[src/rtl/gates_pkg.sv]
// Shared definitions for the AND/OR/NOT gate block BIST.
//   NUM_VEC        : number of input vectors applied per run ({a,b} = 00..11)
//   state_e        : BIST controller states
//   gates_expected : golden response {a&b, a|b, ~a} for a given a/b pair
package gates_pkg;

    localparam int NUM_VEC = 4;

    typedef enum logic {
        IDLE = 1'b0,
        RUN  = 1'b1
    } state_e;

    function automatic logic [2:0] gates_expected(input logic a, input logic b);
        return {a & b, a | b, ~a};
    endfunction

endpackage

[src/rtl/gates_bist_if.sv]
// Link between the BIST engine and the gate block under test.
//   a, b  : gate inputs, driven by the BIST (master)
//   y_in  : gate response [2]=AND, [1]=OR, [0]=NOT a, driven by the gate block (slave)
interface gates_bist_if;
    logic       a;
    logic       b;
    logic [2:0] y_in;

    modport master (output a, output b, input y_in);
    modport slave  (input a, input b, output y_in);
endinterface

[src/rtl/gates_bist_hold_ctr.sv]
// Hold counter for the BIST: counts cycles while en=1 and flags the last
// cycle of each vector hold.
//   clk, rst_n : clock, async active-low reset
//   clr        : synchronous clear to zero (wins over en)
//   en         : count enable
//   tc         : terminal count, high while en=1 and count == HOLD_CYCLES-1
module gates_bist_hold_ctr #(
    parameter int HOLD_CYCLES = 50,
    parameter int CNT_W       = 8
) (
    input  logic clk,
    input  logic rst_n,
    input  logic clr,
    input  logic en,
    output logic tc
);

    logic [CNT_W-1:0] cnt_q;
    logic [CNT_W-1:0] cnt_d;

    always_comb begin
        cnt_d = cnt_q;
        if (clr) begin
            cnt_d = '0;
        end else if (en) begin
            cnt_d = cnt_q + {{(CNT_W-1){1'b0}}, 1'b1};
        end
    end

    always_ff @(posedge clk or negedge rst_n) begin
        if (!rst_n) begin
            cnt_q <= '0;
        end else begin
            cnt_q <= cnt_d;
        end
    end

    assign tc = en && (cnt_q == CNT_W'(HOLD_CYCLES - 1));

endmodule

[src/rtl/gates_bist.sv]
// Stimulus-and-check engine for the AND/OR/NOT gate block. Walks {a,b}
// through 00,01,10,11, holds each HOLD_CYCLES cycles, samples y_in on the
// last hold cycle and compares it against {a&b, a|b, ~a}.
//   clk, rst_n : clock, async active-low reset (aborts a run, clears results)
//   start      : launch a run; ignored while busy
//   gate       : master side of the gate link (a, b out; y_in in)
//   busy       : run in progress
//   done       : sticky completion flag, cleared by the next accepted start
//   pass       : valid with done; 1 iff no vector mismatched
//   err_count  : number of mismatching vectors in the last run
//   fail_vec   : bit i set if vector i mismatched
//
// state | meaning
// IDLE  | waiting for start, a=b=0, results held
// RUN   | applying vectors and checking responses
module gates_bist
    import gates_pkg::*;
#(
    parameter int HOLD_CYCLES = 50,
    parameter int CNT_W       = 8
) (
    input  logic               clk,
    input  logic               rst_n,
    input  logic               start,
    gates_bist_if.master       gate,
    output logic               busy,
    output logic               done,
    output logic               pass,
    output logic [2:0]         err_count,
    output logic [NUM_VEC-1:0] fail_vec
);

    state_e             state_q;
    logic [1:0]         idx_q;
    logic               a_q;
    logic               b_q;
    logic               busy_q;
    logic               done_q;
    logic               pass_q;
    logic [2:0]         err_q;
    logic [NUM_VEC-1:0] fail_q;

    logic               start_acc;
    logic               tc;
    logic               mism;
    logic [NUM_VEC-1:0] cur_fail;
    logic [1:0]         idx_nxt;

    assign start_acc = (state_q == IDLE) && start;
    assign idx_nxt   = idx_q + 2'd1;

    // y_in is only looked at on the sample edge, so X/Z elsewhere is harmless.
    assign mism     = tc && (gate.y_in != gates_expected(a_q, b_q));
    assign cur_fail = mism ? (NUM_VEC'(1) << idx_q) : '0;

    gates_bist_hold_ctr #(
        .HOLD_CYCLES (HOLD_CYCLES),
        .CNT_W       (CNT_W)
    ) u_hold_ctr (
        .clk   (clk),
        .rst_n (rst_n),
        .clr   (start_acc || tc),
        .en    (state_q == RUN),
        .tc    (tc)
    );

    always_ff @(posedge clk or negedge rst_n) begin
        if (!rst_n) begin
            state_q <= IDLE;
            idx_q   <= '0;
            a_q     <= 1'b0;
            b_q     <= 1'b0;
            busy_q  <= 1'b0;
            done_q  <= 1'b0;
            pass_q  <= 1'b0;
            err_q   <= '0;
            fail_q  <= '0;
        end else begin
            case (state_q)
                IDLE: begin
                    if (start) begin
                        state_q <= RUN;
                        busy_q  <= 1'b1;
                        idx_q   <= '0;
                        done_q  <= 1'b0;
                        pass_q  <= 1'b0;
                        err_q   <= '0;
                        fail_q  <= '0;
                        a_q     <= 1'b0;
                        b_q     <= 1'b0;
                    end
                end
                RUN: begin
                    if (tc) begin
                        if (mism) begin
                            err_q  <= err_q + 3'd1;
                            fail_q <= fail_q | cur_fail;
                        end
                        if (idx_q != 2'(NUM_VEC - 1)) begin
                            idx_q      <= idx_nxt;
                            {a_q, b_q} <= idx_nxt;
                        end else begin
                            state_q <= IDLE;
                            busy_q  <= 1'b0;
                            done_q  <= 1'b1;
                            // Include the vector being judged on this same edge.
                            pass_q  <= ((fail_q | cur_fail) == '0);
                            idx_q   <= '0;
                            a_q     <= 1'b0;
                            b_q     <= 1'b0;
                        end
                    end
                end
                default: state_q <= IDLE;
            endcase
        end
    end

    assign gate.a    = a_q;
    assign gate.b    = b_q;
    assign busy      = busy_q;
    assign done      = done_q;
    assign pass      = pass_q;
    assign err_count = err_q;
    assign fail_vec  = fail_q;

endmodule

[src/flat_wrapper.sv]
// flat-port wrapper written by rule: the top's interface ports become plain ports
module gates_bist_flat import gates_pkg::*;
#(
    parameter int HOLD_CYCLES = 50,
    parameter int CNT_W       = 8
)
  (clk, rst_n, start, busy, done, pass, err_count, fail_vec, gate_a, gate_b, gate_y_in);
  gates_bist_if gate_i ();
  input  logic clk;
  input  logic rst_n;
  input  logic start;
  output logic busy;
  output logic done;
  output logic pass;
  output logic [2:0] err_count;
  output logic [NUM_VEC-1:0] fail_vec;
  output wire logic [$bits(gate_i.a)-1:0] gate_a;
  output wire logic [$bits(gate_i.b)-1:0] gate_b;
  input wire logic [$bits(gate_i.y_in)-1:0] gate_y_in;
  assign gate_a = gate_i.a;
  assign gate_b = gate_i.b;
  assign gate_i.y_in = gate_y_in;
  gates_bist #(.HOLD_CYCLES(HOLD_CYCLES), .CNT_W(CNT_W)) u_core (.clk(clk), .rst_n(rst_n), .start(start), .gate(gate_i), .busy(busy), .done(done), .pass(pass), .err_count(err_count), .fail_vec(fail_vec));
endmodule
[config.mk]
export PLATFORM = sky130hd
export DESIGN_NAME = gates_bist_flat
export DESIGN_NICKNAME = d
export VERILOG_FILES = /design/src/rtl/gates_pkg.sv /design/src/rtl/gates_bist_if.sv /design/src/rtl/gates_bist_hold_ctr.sv /design/src/rtl/gates_bist.sv /design/src/flat_wrapper.sv
export SDC_FILE = /design/constraint.sdc
export NUM_CORES = 1
export LEC_CHECK = 0
export CORE_MARGIN = 3
export CORE_UTILIZATION = 39
export CTS_CLUSTER_SIZE = 14
export DETAILED_ROUTE_END_ITERATION = 10
export PLACE_DENSITY = 0.65
export SLEW_MARGIN = 20
export SYNTH_ARGS = -nofsm -noshare
export SYNTH_HDL_FRONTEND = slang
export SYNTH_SLANG_ARGS = --single-unit
[constraint.sdc]
create_clock -name clk -period 1.4 [get_ports clk]
set_input_delay 0.14 -clock clk [delete_from_list [all_inputs] [get_ports clk]]
set_output_delay 0.14 -clock clk [all_outputs]
set_load 0.05 [all_outputs]
==> impl_metrics.py <==
metrics = {
    "status": {
        "status": "finished, violations left",
        "violations": "negative setup slack",
    },
    "synth": {
        "ys_warn_count": 0,
        "synth_xor_xnor_area_share_pct": 5.68,
        "syn_avg_cell_area_um2": 9.72,
        "synth-compound-area-share_pct": 11.5,
        "ys_ff_latch": 21,
        "syn-cell-area_mm2": 0.00108,
        "synth-simple-area-share_pct": 22.7,
        "synth_fa_ha_area_share_pct": 9.28,
        "synth_nets": 125,
        "synth_mux_area_share_pct": 0,
        "synth-seq-area-share_pct": 48.7,
        "yosysUniqueCellTypes": 24,
        "synth_top_family_by_area": "simple AND/OR/NAND/NOR gates",
        "synthCells": 111,
    },
    "floorplan": {
        "dieArea_mm2": 0.00343,
        "dieHeight_um": 58.6,
        "rows": 18,
        "coreArea_mm2": 0.00254,
        "die-width_um": 58.6,
        "pin_count": 18,
        "initial_utilization_pct": 42.4,
    },
    "placed_design": {
        "place_inst": 182,
        "port_buffers": 17,
        "hpwl_um": 2050,
        "pre_cts_ws_ns": -0.273,
        "routabilityCongestion": 0.838,
    },
    "clock_network": {
        "clock_latency_ns": 0.32,
        "cts_tree": "done",
        "cts-root-buf": "clkbuf_4",
        "cts_sinks": 21,
        "h-tree-depth": 1,
        "hold_buffers": 0,
        "cts_made_buffers": 3,
        "cts_buffer_depth": 2,
        "cts.clk_slew.worst_paths_ns": 0.12,
    },
    "power_and_ir_drop": {
        "p_per_area_mw_per_mm2": 545,
        "ir_drop_uv": 746,
        "leakagePower_nw": 0.804,
    },
    "grt": {
        "grt_max_degree": 22,
        "track_usage_pct": 17.9,
        "grt_first_pass_wirelength_um": 4650,
        "antenna_found_initial": 0,
        "grt_pass1_vias": 1009,
        "gr-total-overflow": 0,
    },
    "timing": {
        "setup_slack_ns": -0.232,
        "fmax_mhz": 613,
        "max_slew_margin_pct": 72.9,
        "clock_skew_ns": 0.00336,
        "maxSlewViolCount": 0,
        "min_period_ns": 1.63,
        "setup_violations": 11,
        "rsz0062_at_grt": "true",
        "finalHoldViolations": 0,
        "min_period_over_period_pct": 117,
        "tightestPinTransition_ns": 0.406,
    },
    "drt": {
        "via_count": 1022,
        "dr_wl_met3_um": 161,
        "vias_per_cell": 5.38,
        "drtPass1Iterations": 5,
        "wirelength_um": 2830,
        "drt_iter0_markers": 32,
        "wl_met2_um": 1460,
        "final_antenna_net_count": 0,
        "drc": 0,
        "highest_layer": "met4",
        "wl_per_cell_um": 14.9,
        "met1_length_um": 1190,
    },
    "critical_path": {
        "worstSetupPathType": "flip-flop to flip-flop",
        "crit_fanout": 6,
        "start_kind": "flip-flop",
        "crit_required_ns": 1.60,
        "worstPathArrival_ns": 1.83,
        "end_kind": "flip-flop",
    },
    "cells_and_area": {
        "fin_util_pct": 69.6,
        "nets": 175,
        "final_common_cell": "buf_4",
        "layout-drive-gt1-share_pct": 41.9,
        "finalNonFillerCells": 190,
        "antenna_cells": 0,
        "layout_common_cells": "buf_4, dfrtp_1, nand2_1, buf_12, nor2_1",
        "synthToLayoutAreaGrowth_pct": 64.2,
    },
    "run": {
        "drv_cap": 0,
    },
    "worst_hold_path": {
        "hp-class": "input pin to async pin",
    },
}
## cells in the mapped netlist (all sizes together)
master  instances  area (um^2)
dfrtp          21          526
nand2          18         67.6
o21ai          12         60.1
ha              8          100
nor2            8         30.0
a21oi           6         30.0
inv             6         22.5
nand3           5         25.0
nand4           4         25.0
xnor2           4         35.0
xor2            3         26.3
nor3            2         10.0
nor4            2         12.5
or3             2         12.5
and3            1         7.51
and3b           1         8.76
and4b           1         10.0
nand2b          1         6.26
nor2b           1         6.26
nor4b           1         23.8
o211ai          1         7.51
o22ai           1         6.26
o311a           1         11.3
o311ai          1         8.76
## cell type report
class,count,area (um^2)
sequential,21,528
clock inverter,1,5.00
fill,182,774
multi-input combinational,84,682
clock buffer,3,22.5
inverter,6,25.0
tap,30,37.5
timing repair buffer,45,470
## per-layer routing
metal | track usage, % | vias to the layer above
li1 | - | 490
met1 | 21.6 | 503
met2 | 30.5 | 27
met3 | 5.48 | 2
met4 | 5.83 | 0
met5 | 0 | -
## stage by stage
stage               power (mW)  area (um^2)  setup TNS [ns]  hold slack, ns
global route              1.00         1770           -2.99           0.154
finish                   0.964         1770           -1.71           0.150
floorplan                0.629         1140           -1.62          -0.156
CTS                      0.968         1690           -1.83           0.159
detailed placement       0.667         1610           -2.18           0.470
global placement         0.665         1610           -1.67           0.462
## final timing paths
kind | startpoint | endpoint | slack [ns] | cells after the start
worst max-delay path | u_core.idx_q[1]$_DFFE_PN0P_ | u_core.fail_vec[2]$_DFFE_PN0P_ | -0.23 | 6
worst min-delay path | rst_n | u_core.fail_vec[2]$_DFFE_PN0P_ | 0.15 | 2
worst max register to register | u_core.idx_q[1]$_DFFE_PN0P_ | u_core.fail_vec[2]$_DFFE_PN0P_ | -0.23 | 6
max in group asynchronous | rst_n | u_core.gate.b$_DFFE_PN0P_ | 1.02 | 2
min in group clk | start | u_core.u_hold_ctr.cnt_q[6]$_DFFE_PN0P_ | 0.49 | 2
worst min register to register | u_core.busy$_DFFE_PN0P_ | u_core.busy$_DFFE_PN0P_ | 0.50 | 2
## cell families after synthesis
group | count (synthesis)
flops | 21
xor+xnor | 7
simple gates | 47
compound gates | 22
fa+ha+maj | 8
buf+inv | 6
## worst max-delay path, cell delays in order, from the launching register on
cell,delay [ns]
dfrtp_2,0.45
ha_4,0.19
xor2_4,0.15
buf_6,0.12
o311a_4,0.41
a21oi_2,0.14
nor2_1,0.05
## flip-flops by register name, summed over array words and instances, names as in the netlist
register,cells
u_core.gate.b,1
u_core.idx_q,1
u_core.busy,1
u_core.pass,1
u_core.u_hold_ctr.cnt_q,8
u_core.state_q,1
u_core.err_count,3
u_core.done,1
u_core.fail_vec,4
## power by group
group / switching [mW] / internal, mW / leakage (nW) / total [mW]
Combinational: 0.0288 / 0.0287 / 0.530 / 0.0575
Clock: 0.193 / 0.107 / 0.0177 / 0.301
Sequential: 0 / 0.606 / 0.257 / 0.606
Total: 0.222 / 0.742 / 0.804 / 0.964
## what timing repair did
action / in CTS / in global routing
resized for setup: 17 / 8
pin swaps: 10 / 9
setup buffers: 2 / 5
endpoints found under the hold margin: 0 / 0
setup endpoints to repair: 18 / 20
(Power assumes the default switching activity.)
